===== src/rtl/perf_probe_pkg.sv =====
// Shared types and helpers for the ap_ctrl_chain performance probe.
// PERF_PROBE_TIMESTAMP_EN adds a start-timestamp field to every record.
package perf_probe_pkg;

    localparam int REC_CNT_W = 32;
    localparam int REC_ID_W  = 8;

    typedef enum logic [1:0] {
        IDLE,
        RUN,
        WAIT_DONE,
        HOLD
    } state_e;

    typedef struct packed {
        logic [REC_ID_W-1:0]  id;
        logic [REC_CNT_W-1:0] latency;
        logic [REC_CNT_W-1:0] interval;
        logic [REC_CNT_W-1:0] iters;
        logic [REC_CNT_W-1:0] stalls;
`ifdef PERF_PROBE_TIMESTAMP_EN
        logic [REC_CNT_W-1:0] timestamp;
`endif
    } perf_rec_t;

    // Counters stick at all-ones instead of wrapping.
    function automatic logic [REC_CNT_W-1:0] sat_inc(input logic [REC_CNT_W-1:0] v);
        return (&v) ? v : v + REC_CNT_W'(1);
    endfunction

endpackage


===== src/rtl/perf_rec_fifo.sv =====
// Synchronous record FIFO; full/empty distinguished by an extra pointer wrap bit.
// A push into a full FIFO succeeds only when a pop frees the head in the same cycle.
module perf_rec_fifo
    import perf_probe_pkg::*;
#(
    parameter int DEPTH = 8
) (
    input  logic      clk_i,
    input  logic      rst_ni,
    input  logic      clear_i,
    input  logic      push_i,
    input  perf_rec_t rec_i,
    input  logic      pop_i,
    output logic      empty_o,
    output logic      drop_o,
    output perf_rec_t head_o
);

    localparam int AW = $clog2(DEPTH);

    perf_rec_t   mem [DEPTH];
    logic [AW:0] wr_q, rd_q;
    logic        full, do_wr, do_rd;

    assign empty_o = (wr_q == rd_q);
    assign full    = (wr_q[AW] != rd_q[AW]) && (wr_q[AW-1:0] == rd_q[AW-1:0]);
    assign do_rd   = pop_i && !empty_o;
    assign do_wr   = push_i && (!full || do_rd);
    assign drop_o  = push_i && full && !do_rd;
    assign head_o  = mem[rd_q[AW-1:0]];

    always_ff @(posedge clk_i or negedge rst_ni) begin
        if (!rst_ni) begin
            wr_q <= '0;
            rd_q <= '0;
        end else if (clear_i) begin
            wr_q <= '0;
            rd_q <= '0;
        end else begin
            if (do_wr) wr_q <= wr_q + (AW+1)'(1);
            if (do_rd) rd_q <= rd_q + (AW+1)'(1);
        end
    end

    always_ff @(posedge clk_i) begin
        if (do_wr) mem[wr_q[AW-1:0]] <= rec_i;
    end

endmodule


===== src/rtl/ap_ctrl_perf_probe.sv =====
// Taps one HLS kernel's ap_ctrl_chain and pipelined-loop status; logs one perf record per transaction.
// Define PERF_PROBE_TIMESTAMP_EN for a free-running cycle counter and the rec_timestamp output.
module ap_ctrl_perf_probe
    import perf_probe_pkg::*;
#(
    parameter int CNT_W      = REC_CNT_W,
    parameter int FIFO_DEPTH = 8,
    parameter int ID_W       = REC_ID_W
) (
    input  logic             ap_clk,
    input  logic             ap_rst_n,
    input  logic             clear,
    input  logic             ap_start,
    input  logic             ap_ready,
    input  logic             ap_done,
    input  logic             ap_continue,
    input  logic             loop_state,
    input  logic             loop_enable,
    input  logic             loop_block,
    output logic             rec_valid,
    input  logic             rec_ready,
    output logic [ID_W-1:0]  rec_id,
    output logic [CNT_W-1:0] rec_latency,
    output logic [CNT_W-1:0] rec_interval,
    output logic [CNT_W-1:0] rec_iters,
    output logic [CNT_W-1:0] rec_stalls,
`ifdef PERF_PROBE_TIMESTAMP_EN
    output logic [CNT_W-1:0] rec_timestamp,
`endif
    output logic             overflow,
    output logic             overlap,
    output logic             busy
);

    state_e           state_q, state_d;
    logic [CNT_W-1:0] lat_q, int_q, it_q, st_q;
    logic [CNT_W-1:0] lat_d, int_d, it_d, st_d;
    logic [ID_W-1:0]  id_q;
    logic             overflow_q, overlap_q, busy_q;
    logic             commit, loop_act, drop, empty;
    perf_rec_t        rec_in, head;
`ifdef PERF_PROBE_TIMESTAMP_EN
    logic [CNT_W-1:0] ts_q, ts_start_q;
`endif

    assign loop_act = (state_q != IDLE) && loop_state && loop_enable;

    // *_d hold the counts including the current cycle; they become the record on commit.
    always_comb begin
        state_d = state_q;
        commit  = 1'b0;
        lat_d   = lat_q;
        int_d   = int_q;
        it_d    = (loop_act && !loop_block) ? sat_inc(it_q) : it_q;
        st_d    = (loop_act && loop_block) ? sat_inc(st_q) : st_q;
        case (state_q)
            IDLE: begin
                if (ap_start) begin
                    lat_d = CNT_W'(1);
                    int_d = CNT_W'(1);
                    if (ap_ready && ap_done) commit = 1'b1;
                    else if (ap_ready)       state_d = WAIT_DONE;
                    else                     state_d = RUN;
                end
            end
            RUN: begin
                lat_d = sat_inc(lat_q);
                int_d = sat_inc(int_q);
                if (ap_ready && ap_done) commit = 1'b1;
                else if (ap_ready)       state_d = WAIT_DONE;
            end
            WAIT_DONE: begin
                lat_d = sat_inc(lat_q);
                if (ap_done) begin
                    if (ap_continue) commit = 1'b1;
                    else             state_d = HOLD;
                end
            end
            HOLD: begin
                if (ap_continue) commit = 1'b1;
            end
            default: state_d = IDLE;
        endcase
        if (commit) state_d = IDLE;
    end

    always_comb begin
        rec_in          = '0;
        rec_in.id       = id_q;
        rec_in.latency  = lat_d;
        rec_in.interval = int_d;
        rec_in.iters    = it_d;
        rec_in.stalls   = st_d;
`ifdef PERF_PROBE_TIMESTAMP_EN
        rec_in.timestamp = (state_q == IDLE) ? ts_q : ts_start_q;
`endif
    end

    always_ff @(posedge ap_clk or negedge ap_rst_n) begin
        if (!ap_rst_n) begin
            state_q    <= IDLE;
            lat_q      <= '0;
            int_q      <= '0;
            it_q       <= '0;
            st_q       <= '0;
            id_q       <= '0;
            overflow_q <= 1'b0;
            overlap_q  <= 1'b0;
            busy_q     <= 1'b0;
        end else if (clear) begin
            state_q    <= IDLE;
            lat_q      <= '0;
            int_q      <= '0;
            it_q       <= '0;
            st_q       <= '0;
            id_q       <= '0;
            overflow_q <= 1'b0;
            overlap_q  <= 1'b0;
            busy_q     <= 1'b0;
        end else begin
            state_q <= state_d;
            busy_q  <= (state_d != IDLE);
            if (commit) begin
                lat_q <= '0;
                int_q <= '0;
                it_q  <= '0;
                st_q  <= '0;
                id_q  <= id_q + ID_W'(1);
            end else begin
                lat_q <= lat_d;
                int_q <= int_d;
                it_q  <= it_d;
                st_q  <= st_d;
            end
            if (drop) overflow_q <= 1'b1;
            if (ap_start && (state_q == WAIT_DONE || state_q == HOLD)) overlap_q <= 1'b1;
        end
    end

`ifdef PERF_PROBE_TIMESTAMP_EN
    always_ff @(posedge ap_clk or negedge ap_rst_n) begin
        if (!ap_rst_n) begin
            ts_q       <= '0;
            ts_start_q <= '0;
        end else if (clear) begin
            ts_q       <= '0;
            ts_start_q <= '0;
        end else begin
            ts_q <= ts_q + CNT_W'(1);
            if (state_q == IDLE && ap_start) ts_start_q <= ts_q;
        end
    end
`endif

    perf_rec_fifo #(
        .DEPTH (FIFO_DEPTH)
    ) u_fifo (
        .clk_i   (ap_clk),
        .rst_ni  (ap_rst_n),
        .clear_i (clear),
        .push_i  (commit),
        .rec_i   (rec_in),
        .pop_i   (rec_ready),
        .empty_o (empty),
        .drop_o  (drop),
        .head_o  (head)
    );

    // Record fields read as zero whenever the FIFO is empty, including during reset.
    assign rec_valid    = !empty;
    assign rec_id       = rec_valid ? head.id       : '0;
    assign rec_latency  = rec_valid ? head.latency  : '0;
    assign rec_interval = rec_valid ? head.interval : '0;
    assign rec_iters    = rec_valid ? head.iters    : '0;
    assign rec_stalls   = rec_valid ? head.stalls   : '0;
`ifdef PERF_PROBE_TIMESTAMP_EN
    assign rec_timestamp = rec_valid ? head.timestamp : '0;
`endif
    assign overflow = overflow_q;
    assign overlap  = overlap_q;
    assign busy     = busy_q;

endmodule


===== config.mk =====
export PLATFORM = sky130hd
export DESIGN_NAME = ap_ctrl_perf_probe
export DESIGN_NICKNAME = d
export VERILOG_FILES = /design/src/rtl/perf_probe_pkg.sv /design/src/rtl/perf_rec_fifo.sv /design/src/rtl/ap_ctrl_perf_probe.sv
export SDC_FILE = /design/constraint.sdc
export NUM_CORES = 1
export LEC_CHECK = 0
export CAP_MARGIN = 20
export CORE_UTILIZATION = 40
export DETAILED_ROUTE_END_ITERATION = 7
export MAX_ROUTING_LAYER = met4
export PLACE_DENSITY = 0.6
export SLEW_MARGIN = 0
export SYNTH_ARGS = -nofsm -noshare
export SYNTH_HDL_FRONTEND = slang
export SYNTH_SLANG_ARGS = --single-unit

===== constraint.sdc =====
create_clock -name ap_clk -period 21.5 [get_ports ap_clk]
set_input_delay 3.225 -clock ap_clk [delete_from_list [all_inputs] [get_ports ap_clk]]
set_output_delay 3.225 -clock ap_clk [all_outputs]
set_load 0.05 [all_outputs]

==> impl_metrics.toml <==
[cts]
numCtsBuffers = 132
htreeDepth = 4
cts_root_buf = "clkbuf_16"
cts_buffer_depth = 3
path_clk_slew_ns = 0.06
cts_setup_buffers = 0
hold_buffers = 0
post_cts_resized = 0
clock_latency_ns = 0.73
cts_tree = "done"
cts_sinks = 1237

[status]
outcome = "complete, no violations"

[grt]
grt_usage = 0.1872
grt_pass1_wl_mm = 177.6
grt_max_degree = 107
antenna_found_initial = 2
grt_overflow = 0
grt_pass1_vias = 28692

[routing]
vias = 27434
wl_per_cell_um = 24.12
drtPass1Iterations = 5
route.detailed.drc = 0
drt-total-wl_mm = 117.1
drt_iter0_drc = 2308
ant_nets = 0
avgViaCountPerCell = 5.651

[setup_path]
r2r-start = "state_q[0]$_DFF_PN0_"
cpPeakStageDelay_ns = 0.80
required_ns = 18.27
arrival_ns = 5.03
r2r_end = "u_fifo.mem[1][39]$_DFFE_PP_"
setup.worst_path.class = "flop to output port"
cp-start-kind = "flop"
ff2ff_setup_slack_ns = 16.68
cp.buffers_inverters = 3
r2r_cells = 11
critPathTopFamily = "buffers and inverters"
slowest_stage = "buf_4"
crit_path_cell_trace = "buf_4 > buf_12 > mux4_2 > mux2i_1 > nor2_1 > clkdlybuf4s50_1"
path_max_fanout = 106
endpoint_kind = "output port"

[final_layout]
final_area_sq_um = 59080
syn2layout_area_growth_pct = 15.66
final_nets = 3118
drive_gt1_frac = 0.1851
post-route-util = 0.4681

[synthesis]
syn_inst = 2923
ys_types = 77
netlist_area_sq_um = 51080
yosysWarnings = 0
synthFlopType = "edfxtp_1"
async_reset_ff_frac = 0.1205
seq_area_frac_synth = 0.7126
synth-edff-count = 1088
avgSynthCellArea_sq_um = 17.48
synth-seq-cells = 1237
syn-num-nets = 2947

[pwr]
powerDensity_nw_per_um2 = 93.88
p_total_uw = 5547
seqPwrFrac = 0.472
switching_share = 0.2408
p_int_uw = 4211
leakage_uw = 0.01949
p_sw_uw = 1336
p_comb_frac = 0.113
peakVddDrop_mv = 0.08455
p_clk_frac = 0.415

[sta]
tightest_slew_ns = 1.131
rsz0062_at_grt = "false"
finalSetupViolCount = 0
max_freq_mhz = 121.1
maxSlewViolCount = 0
min_period_ns = 8.255
timing.setup.tns_ns = 0
finalHoldViolCount = 0
clock_skew_ns = 0.03426
finalCritPeriodShare = 0.3840
slew-limit-headroom = 0.2458

[die]
io_pins = 151
initial_core_util = 0.4047
core_area_sq_um = 126200
rows = 130
die_area_sq_um = 129100
die_width_um = 359.4
fp.dieH_um = 359.4

[placed_design]
place_area_sq_um = 54480
io_buffer_count = 150
hpwl_mm = 65.17
gp_congestion = 0.8405

[run]
drv_cap = 0

[min_path]
hold_start = "st_q[24]$_DFF_PN0_"
worstHoldEndpoint = "st_q[24]$_DFF_PN0_"
hold_path.class = "flop to flop"
worstHoldPathCells = 2
-- state kept, by name (all words and copies together), names as in the netlist --
signal,cells
st_q,32
u_fifo.mem,1088
it_q,32
busy,1
id_q,8
lat_q,32
u_fifo.rd_q,4
u_fifo.wr_q,4
overflow,1
overlap,1
state_q,2
int_q,32
-- logic make-up after synthesis --
logic type / after synthesis / share of synthesized area
buffers and inverters: 189 / 0.01484
XOR/XNOR: 55 / 0.009430
AO/OA/AOI/OAI: 269 / 0.03407
adder cells (fa/ha/maj): 13 / 0.003184
multiplexers: 454 / 0.1558
flip-flops: 1237 / 0.7126
AND/OR/NAND/NOR: 706 / 0.07013
-- worst register-to-register path, stage by stage, from the launching register on --
cell and delay, ns:
dfrtp_1 0.43, inv_1 0.14, ha_1 0.75, mux2i_1 0.17
buf_4 0.26, o22ai_1 0.29, buf_4 0.28, o31a_1 0.25
nand2b_1 0.21, nor3b_2 0.25, buf_4 0.55, buf_4 0.82
-- power groups by stage --
| stage | Clock (uW) | Sequential [uW] | Combinational, uW |
|---|---|---|---|
| 2_1_floorplan | 0 | 2670 | 433 |
| 3_3_place_gp | 0 | 2670 | 629 |
| 3_5_place_dp | 0 | 2670 | 634 |
| 4_1_cts | 2350 | 2620 | 635 |
| 5_1_grt | 2440 | 2620 | 665 |
| 6_report | 2300 | 2620 | 627 |
-- through the flow --
stage	setup slack [ns]	cells	hold slack, ns
floorplan	6.605	2923	0.4959
global placement	13.20	4603	0.5123
detailed placement	13.16	4603	0.5352
CTS	12.37	4846	0.5437
global route	12.83	4854	0.5621
finish	13.25	4855	0.5399
-- worst max path at each step --
stage	start	depth (start not counted)	slack, ns	end
after floorplan	ap_start	5	6.61	u_fifo.mem[6][0]$_DFFE_PP_
after global placement	u_fifo.rd_q[1]$_DFFE_PN0P_	6	13.20	rec_interval[24]
after detailed placement	u_fifo.rd_q[1]$_DFFE_PN0P_	6	13.16	rec_interval[24]
after CTS	u_fifo.rd_q[1]$_DFFE_PN0P_	6	12.37	rec_interval[24]
after global routing	u_fifo.rd_q[0]$_DFFE_PN0P_	6	12.83	rec_stalls[24]
final	u_fifo.rd_q[0]$_DFFE_PN0P_	6	13.25	rec_interval[24]
-- cell usage in the layout (no fill, tap or decap), drive strengths merged, types with 35 or more instances in the layout --
master,Yosys,final
buf,57,54
edfxtp,1088,1088
nand3,56,56
mux4,272,272
nor3,37,37
dfrtp,149,149
a21oi,77,77
o21ai,53,53
nor2,193,193
clkdlybuf4s50,0,149
and2,36,36
mux2i,174,174
nand4,48,48
a31oi,37,37
clkbuf,109,176
clkinv,1,45
xnor2,35,35
nand2,166,166
-- layout make-up --
class                      count  area, sq um
sequential                  1237        36410
timing repair buffer         203         2051
inverter                      23        86.33
fill                       10622        67140
antenna                        2        5.005
tap                         1650         2064
clock buffer                 176         3699
clock inverter                67        755.7
multi-input combinational   1497        14010
-- layer usage --
layer	routed length (um)	track usage
met1	51230	0.2471
met2	57560	0.3026
met3	6343	0.03142
met4	1983	0.04603
met5	0	-
-- cell usage after synthesis (18+ instances only) --
cell,number,share of area
nand2_1,166,0.012
mux4_2,272,0.12
clkbuf_1,108,0.0079
xnor2_1,35,0.0060
a21oi_1,77,0.0075
nor3_1,35,0.0034
dfrtp_1,149,0.073
or4_1,18,0.0026
edfxtp_1,1088,0.64
buf_2,35,0.0034
o21ai_0,52,0.0051
and3_1,25,0.0031
or3_1,28,0.0034
mux2i_1,174,0.034
and2_1,36,0.0044
nand3_1,56,0.0055
a31oi_1,37,0.0045
nor2_1,192,0.014
inv_1,22,0.0016
nand4_1,47,0.0058
buf_1,21,0.0015
xor2_1,20,0.0034
or2_2,31,0.0038
Power figures use the tool's default switching activity.
